`src/rtl/voting_machine_multi_if.sv`:
```
// voting_machine_multi_if: panel-side and display-side signals of the voting machine
interface voting_machine_multi_if #(
    parameter int NUM_CAND = 4,
    parameter int LED_W    = 8
);
    logic                        mode;
    logic [NUM_CAND-1:0]         button;
    logic [LED_W-1:0]            led;
    logic                        vote_valid;
    logic [$clog2(NUM_CAND)-1:0] winner;
    logic                        tie;
    logic                        overflow;

    modport master (output mode, button, input led, vote_valid, winner, tie, overflow);
    modport slave  (input mode, button, output led, vote_valid, winner, tie, overflow);
endinterface

```
`src/rtl/voting_machine_multi.sv`:
```
// voting_machine_multi: debounced one-vote-per-press counter with leader/tie tracking and result display
module voting_machine_multi #(
    parameter int NUM_CAND    = 4,
    parameter int CNT_W       = 8,
    parameter int HOLD_CYCLES = 10,
    parameter int LED_W       = 8
) (
    input  logic                   clock_i,
    input  logic                   reset_i,
    voting_machine_multi_if.slave  bus
);
    localparam int IW = $clog2(NUM_CAND);
    localparam int HW = $clog2(HOLD_CYCLES);
    localparam logic [CNT_W-1:0] SAT = '1;

    typedef enum logic [1:0] {IDLE, COUNT, REJECT, RELEASE} state_t;

    state_t           state_q, state_d;
    logic [IW-1:0]    idx_q, idx_d;
    logic [HW-1:0]    hold_q, hold_d;
    logic [CNT_W-1:0] cnt_q [NUM_CAND];
    logic [CNT_W-1:0] max_v;
    logic [LED_W-1:0] led_q, led_d;
    logic [IW-1:0]    win_q, win_d, low_idx;
    logic             tie_q, tie_d, valid_q, ovf_q;
    logic             accept, any_btn, one_hot, sole;

    assign any_btn = |bus.button;
    assign one_hot = any_btn && ((bus.button & (bus.button - NUM_CAND'(1))) == '0);
    assign sole    = bus.button == (NUM_CAND'(1) << idx_q);

    // lowest-index high button, used both to latch a press and to pick the displayed count
    always_comb begin
        low_idx = '0;
        for (int i = NUM_CAND - 1; i >= 0; i--)
            if (bus.button[i]) low_idx = IW'(i);
    end

    // press FSM: debounce a single button, reject multi-presses, one vote per press
    always_comb begin
        state_d = state_q;
        idx_d   = idx_q;
        hold_d  = hold_q;
        accept  = 1'b0;
        case (state_q)
            IDLE: if (!bus.mode && any_btn) begin
                state_d = one_hot ? COUNT : REJECT;
                idx_d   = low_idx;
                hold_d  = HW'(1);
            end
            COUNT: if (bus.mode) state_d = RELEASE;
                else if (sole) begin
                    if (hold_q == HW'(HOLD_CYCLES - 1)) begin
                        accept  = 1'b1;
                        state_d = RELEASE;
                    end else hold_d = hold_q + HW'(1);
                end else state_d = bus.button[idx_q] ? REJECT : IDLE;
            default: if (!any_btn) state_d = IDLE;
        endcase
    end

    // leader search over the registered counts; strict compare keeps the lowest index on equality
    always_comb begin
        max_v = cnt_q[0];
        win_d = '0;
        tie_d = 1'b0;
        for (int i = 1; i < NUM_CAND; i++)
            if (cnt_q[i] > max_v) begin
                max_v = cnt_q[i];
                win_d = IW'(i);
            end
        for (int i = 0; i < NUM_CAND; i++)
            if (IW'(i) != win_d && cnt_q[i] == max_v) tie_d = 1'b1;
        tie_d = tie_d && (max_v != '0);
    end

    // display: cleared in voting mode, otherwise follows the lowest pressed button and holds when none
    always_comb led_d = !bus.mode ? '0 : any_btn ? LED_W'(cnt_q[low_idx]) : led_q;

    // saturating per-candidate vote counters
    always_ff @(posedge clock_i) begin
        if (!reset_i) begin
            for (int i = 0; i < NUM_CAND; i++) cnt_q[i] <= '0;
        end else if (accept && cnt_q[idx_q] != SAT) begin
            cnt_q[idx_q] <= cnt_q[idx_q] + CNT_W'(1);
        end
    end

    // FSM state, press bookkeeping and registered outputs
    always_ff @(posedge clock_i) begin
        if (!reset_i) begin
            state_q <= IDLE;
            idx_q   <= '0;
            hold_q  <= '0;
            led_q   <= '0;
            valid_q <= 1'b0;
            ovf_q   <= 1'b0;
            win_q   <= '0;
            tie_q   <= 1'b0;
        end else begin
            state_q <= state_d;
            idx_q   <= idx_d;
            hold_q  <= hold_d;
            led_q   <= led_d;
            valid_q <= accept;
            ovf_q   <= ovf_q | (accept && cnt_q[idx_q] == SAT);
            win_q   <= win_d;
            tie_q   <= tie_d;
        end
    end

    assign bus.led        = led_q;
    assign bus.vote_valid = valid_q;
    assign bus.winner     = win_q;
    assign bus.tie        = tie_q;
    assign bus.overflow   = ovf_q;
endmodule
```
`src/flat_wrapper.sv`:
```
// flat-port wrapper written by rule: the top's interface ports become plain ports
module voting_machine_multi_flat 
#(
    parameter int NUM_CAND    = 4,
    parameter int CNT_W       = 8,
    parameter int HOLD_CYCLES = 10,
    parameter int LED_W       = 8
)
  (clock_i, reset_i, bus_mode, bus_button, bus_led, bus_vote_valid, bus_winner, bus_tie, bus_overflow);
  voting_machine_multi_if #(.NUM_CAND(NUM_CAND), .LED_W(LED_W)) bus_i ();
  input  logic clock_i;
  input  logic reset_i;
  input wire logic [$bits(bus_i.mode)-1:0] bus_mode;
  input wire logic [$bits(bus_i.button)-1:0] bus_button;
  output wire logic [$bits(bus_i.led)-1:0] bus_led;
  output wire logic [$bits(bus_i.vote_valid)-1:0] bus_vote_valid;
  output wire logic [$bits(bus_i.winner)-1:0] bus_winner;
  output wire logic [$bits(bus_i.tie)-1:0] bus_tie;
  output wire logic [$bits(bus_i.overflow)-1:0] bus_overflow;
  assign bus_i.mode = bus_mode;
  assign bus_i.button = bus_button;
  assign bus_led = bus_i.led;
  assign bus_vote_valid = bus_i.vote_valid;
  assign bus_winner = bus_i.winner;
  assign bus_tie = bus_i.tie;
  assign bus_overflow = bus_i.overflow;
  voting_machine_multi #(.NUM_CAND(NUM_CAND), .CNT_W(CNT_W), .HOLD_CYCLES(HOLD_CYCLES), .LED_W(LED_W)) u_core (.clock_i(clock_i), .reset_i(reset_i), .bus(bus_i));
endmodule
```
`config.mk`:
```
export PLATFORM = sky130hd
export DESIGN_NAME = voting_machine_multi_flat
export DESIGN_NICKNAME = d
export VERILOG_FILES = /design/src/rtl/voting_machine_multi_if.sv /design/src/rtl/voting_machine_multi.sv /design/src/flat_wrapper.sv
export SDC_FILE = /design/constraint.sdc
export NUM_CORES = 1
export LEC_CHECK = 0
export ABC_AREA = 1
export CORE_MARGIN = 3
export CORE_UTILIZATION = 55
export CTS_BUF_LIST = sky130_fd_sc_hd__clkbuf_4 sky130_fd_sc_hd__clkbuf_8 sky130_fd_sc_hd__clkbuf_16
export DETAILED_ROUTE_END_ITERATION = 8
export HOLD_SLACK_MARGIN = 0.1
export PLACE_DENSITY = 0.86
export SKIP_CTS_REPAIR_TIMING = 1
export SLEW_MARGIN = 15
export SYNTH_ARGS = -nofsm -noshare
export SYNTH_HDL_FRONTEND = slang
export SYNTH_SLANG_ARGS = --single-unit
export TNS_END_PERCENT = 30
```
`constraint.sdc`:
```
create_clock -name clock_i -period 5 [get_ports clock_i]
set_input_delay 1 -clock clock_i [delete_from_list [all_inputs] [get_ports clock_i]]
set_output_delay 1 -clock clock_i [all_outputs]
set_load 0.05 [all_outputs]
```
; ---- Word-level counts from Yosys, hierarchy flattened
; Memory sizes are Yosys's and may differ from the RTL's. A register that Yosys moved wholly into a read port is not among the register bits.
; Cells that the tools add are included.
[op_classes]
add_sub_neg = 3
n_mul = 0
div_mod_pow = 0
n_lt_le_gt_ge = 4
eq_ne = 18
shift = 1
mux = 42
n_bitwise = 2
reduce_logical = 22
[ops]
columns = op, count
row1 = $eq A8 B8 Y1, 4
row2 = $mux W2, 16
row3 = $mux W8, 4
row4 = $gt A8 B8 Y1, 3
row5 = $mux W4, 4
row6 = $mux W1, 15
row7 = $logic_and A1 B1 Y1, 9
row8 = $add A8 B1 Y8 const B, 1
row9 = $eq A8 B8 Y1 const B, 1
row10 = $ne A8 B8 Y1 const B, 1
row11 = $pmux W4 S2, 1
row12 = $reduce_bool A8 Y1, 1
row13 = $reduce_or A8 Y1, 1
row14 = $reduce_and A5 Y1, 1
row15 = $add A4 B1 Y4 const B, 1
row16 = $and A4 B4 Y4, 1
row17 = $eq A4 B4 Y1, 1
row18 = $eq A4 B4 Y1 const B, 1
row19 = $logic_not A4 Y1, 1
row20 = $ne A2 B1 Y1 const B, 2
row21 = $ne A2 B2 Y1 const A, 2
row22 = $ne A2 B2 Y1 const B, 2
row23 = $ne A4 B4 Y1 const B, 1
row24 = $pmux W2 S2, 1
row25 = other kinds (14), 17
[word_totals]
regBits = 13
latch_bits = 0
mem_bits_rw = 32
rom_bits = 0
input_bits = 7
word_cells = 100
memories = 1
[memory_table]
columns = name, words, width, read_ports, rd_clocked_by_memory_dff, wr, line_no
row1 = u_core.cnt_q, 4, 8, 6, 2, 4, voting_machine_multi.sv:21  ; logic [CNT_W-1:0] cnt_q [NUM_CAND];

; ---- Longest topological paths before layout
; An unclocked memory read counts as a cell.
[logic_depth]
word_depth = 14
mapped_depth = 44
ltp_nobuf = 41

; ---- Worst setup path before layout
; No wires, ideal clock.
[synth_timing]
path_kind = register to register
from = memory u_core.cnt_q[0][7]
to = register u_core.tie_q (netlist: u_core.bus.tie)
setup_time_ns = 0.111
t_arrival_ns = 4.750
setup_slack_ns = 0.138
path_stages_with_launch = 37
path_cell_list = edfxtp_1 > inv_1 > ha_1 > a21o_1 > nor2_1 > nand2_2 > nand2_4 > clkbuf_1 > nand2_1 > o21ai_0 > inv_1 > ha_1 > a21oi_1 > nor2_1 > a211oi_1 > nand2_4 > nand2_4 > buf_6 > nand2_2 > nand2_1 > inv_1 > ha_1 > nand2_1 > nor2_1 > nand2_1 > o211ai_1 > nand2_1 > inv_1 > clkbuf_1 > nand2_1 > nand2_1 > xor2_1 > nor2_1 > nand3_1 > nand2_1 > nor2_1 > nor2_1
[synth_lines]
columns = item, line_no
row1 = "start, declared", voting_machine_multi.sv:21
row2 = "end signal, assigned", voting_machine_multi.sv:108  ; tie_q <= tie_d;
row3 = "end, declared", voting_machine_multi.sv:25  ; logic tie_q, tie_d, valid_q, ovf_q;

==> qor.txt <==
max incr delay on CP = 440 ps
die area = 9280 um^2
DR iter-0 viols = 908
EDFF count, synth = 32
#FFs+latches synth = 55
Tot GR Track Use = 34.6%
Multi-input gate area = 2970 um^2
Setup TNS = -18.2 ps
Boundary Pins = 20
crit-path max FO = 16
syn_nets = 694
Power Density = 303 nW/um^2
unrepaired setup endpoints after global routing = yes
HP Class = flip-flop to flip-flop
Yosys top cell by area = edfxtp_1
CTS tree = yes
initial antenna violation count = 0
Die W = 96.3 um
Top delay family on crit path = simple AND/OR/NAND/NOR gates
worst setup slack after layout = -18.2 ps
CTS Buffer Depth = 2
WL per Instance = 20.6 um
clock transition at the registers of the reported paths = 120 ps
Final #Nets = 756
number of library cell types mapped by synthesis = 43
vias = 5303
commonest non-fill, non-tap cells in the layout = 132 x nand2_1, 85 x inv_1, 73 x nor2_1
Clock Latency Late Sink = 330 ps
Synth area leaders = edfxtp_1 21%, nand2_1 12%, dfxtp_1 10%
final hold violation count = 0
vias in the first global route = 4866
yosys warns = 0
period utilization = 100%
antenna viol nets, final = 0
synthesized area per cell = 6.79 um^2
Setup Skew = 17.4 ps
Leakage = 2.61 nW
DIE HEIGHT = 96.3 um
grt total ovfl = 0
worst vdd ir = 0.226 mV
Fill cells = 607
pin count of the biggest net entering global routing = 31
placed cell count = 789
post-synthesis sequential area ratio = 31.7%
WS Path Type = flip-flop to flip-flop
pins over their slew limit = 0
layout cell share with drive strength beyond 1 = 18.9%
status = finished with violations
sequential cell area = 1420 um^2
# setup viols final = 1
First-pass DRT Iterations = 9
Mapped Area = 4490 um^2
Worst Path Buf+Inv = 4
Most Frequent Cell on Critical Path = nand2_2
CTS Buf Count = 5
post-synth top area share = 21.4%
WP data arrival = 5290 ps
Startpoint Class = flip-flop
# diodes = 0
initial core utilization = 57.5%
violated checks = DRC, setup timing
# rows = 32
fin crit period = 5020 ps
DR vias/cell = 6.42
clk root buf = clkbuf_8
area grow syn2layout = 24.5%
highest clock rate = 199 MHz
CTS HTree Levels = 2
Worst EP required = 5270 ps
Slew HR = 44.2%
DR DRC count = 19
Slowest-stage cell, CP = edfxtp_1
# Max-Cap Violations = 0
ys flop type = edfxtp_1
Syn Inst Count = 661
first-pass GRT wire length = 24.0 mm
HPWL Detailed = 11.6 mm
port bufs = 19
Final Non-Filler Cells = 826
Setup crit end kind = flip-flop
final wirelength = 17.0 mm
async set-reset flop share out of synthesis = 0%
Core ar. = 7810 um^2
GP Congestion = 1.05
commonest non-fill, non-tap cell in the layout = nand2_1
TritonCTS Sinks = 55
worst slew pin tran = 836 ps
R2R setup slack = -20 ps
==> Yosys cell counts, drive strengths merged (2+ instances only) <==
| cell type | n |
|---|---|
| inv | 93 |
| edfxtp | 32 |
| nand3b | 2 |
| nand3 | 83 |
| nand2 | 162 |
| buf | 7 |
| o2111ai | 2 |
| nor2 | 79 |
| clkbuf | 9 |
| o211ai | 10 |
| o22ai | 3 |
| xor2 | 8 |
| dfxtp | 23 |
| xnor2 | 3 |
| a21oi | 44 |
| nand4 | 11 |
| o21ai | 45 |
| ha | 26 |
| nor3 | 5 |
==> per-stage QoR <==
stage / setup WS (ps) / utilization [%] / area, um^2 / hold slack [ps] / total power, mW
2_1_floorplan: 138 / - / 4490 / 445 / 1.05
3_3_place_gp: 11.0 / 63.0 / 4920 / 460 / 1.23
3_5_place_dp: -115 / 63.0 / 4920 / 474 / 1.26
4_1_cts: -203 / 64.3 / 5020 / 505 / 1.53
5_1_grt: -256 / 71.6 / 5590 / 535 / 1.79
6_report: -18.2 / 71.6 / 5590 / 507 / 1.70
==> worst min-delay path, cell delays in order (launching register included) <==
cell and delay [ps]:
dfxtp_1 330, inv_1 70, a21oi_1 60
==> cell type report <==
cell class              instances  share of cell area, %
multi-input cells             499                   53.1
well taps                     102                   2.28
repair buffers                 68                   11.1
clock inverters                 3                  0.604
flip-flops and latches         55                   25.4
clock buffers                   5                   1.23
inverters                      94                   6.31
==> cell families after synthesis <==
logic type | count (synthesis) | share of synthesized area (%)
and+or+nand+nor | 346 | 35.0
AOI/OAI and AO/OA | 113 | 14.1
buffers and inverters | 110 | 9.79
DFF | 55 | 31.7
adders and majority gates | 26 | 7.25
xor gates and xnor gates | 11 | 2.15
==> per-layer routing <==
metal | share of wire (%) | vias up | GRT usage [%] | wire length (um)
li1 | - | 2335 | - | -
met4 | 8.9 | 0 | 22.1 | 1520
met5 | 0 | - | 0 | 0
met1 | 34 | 2393 | 42.3 | 5730
met3 | 13 | 154 | 7.66 | 2200
met2 | 44 | 421 | 54.9 | 7570
==> report_power, final <==
part	switching [mW]	internal, mW
combinational	0.564	0.299
sequential	0.0454	0.509
clock	0.171	0.107
==> path summary, 6_finish.rpt <==
| kind | start | endpoint | cells after the start |
|---|---|---|---|
| setup / recovery | u_core.cnt_q[1][6]$_SDFFCE_PN0P_ | u_core.bus.tie$_SDFF_PN0_ | 34 |
| hold / removal | u_core.state_q[0]$_SDFFE_PN0P_ | u_core.state_q[0]$_SDFFE_PN0P_ | 2 |
| setup reg to reg | u_core.cnt_q[1][6]$_SDFFCE_PN0P_ | u_core.bus.tie$_SDFF_PN0_ | 34 |
| hold reg to reg | u_core.state_q[0]$_SDFFE_PN0P_ | u_core.state_q[0]$_SDFFE_PN0P_ | 2 |
==> registers in the layout, summed over array words and instances, names as in the netlist, named ones only <==
signal,cells
u_core.bus.tie,1
u_core.idx_q,2
u_core.bus.led,8
u_core.hold_q,4
u_core.bus.winner,2
u_core.state_q,2
u_core.cnt_q,32
u_core.bus.vote_valid,1
u_core.bus.overflow,1
Note: power is estimated with default switching activity, not from simulation.
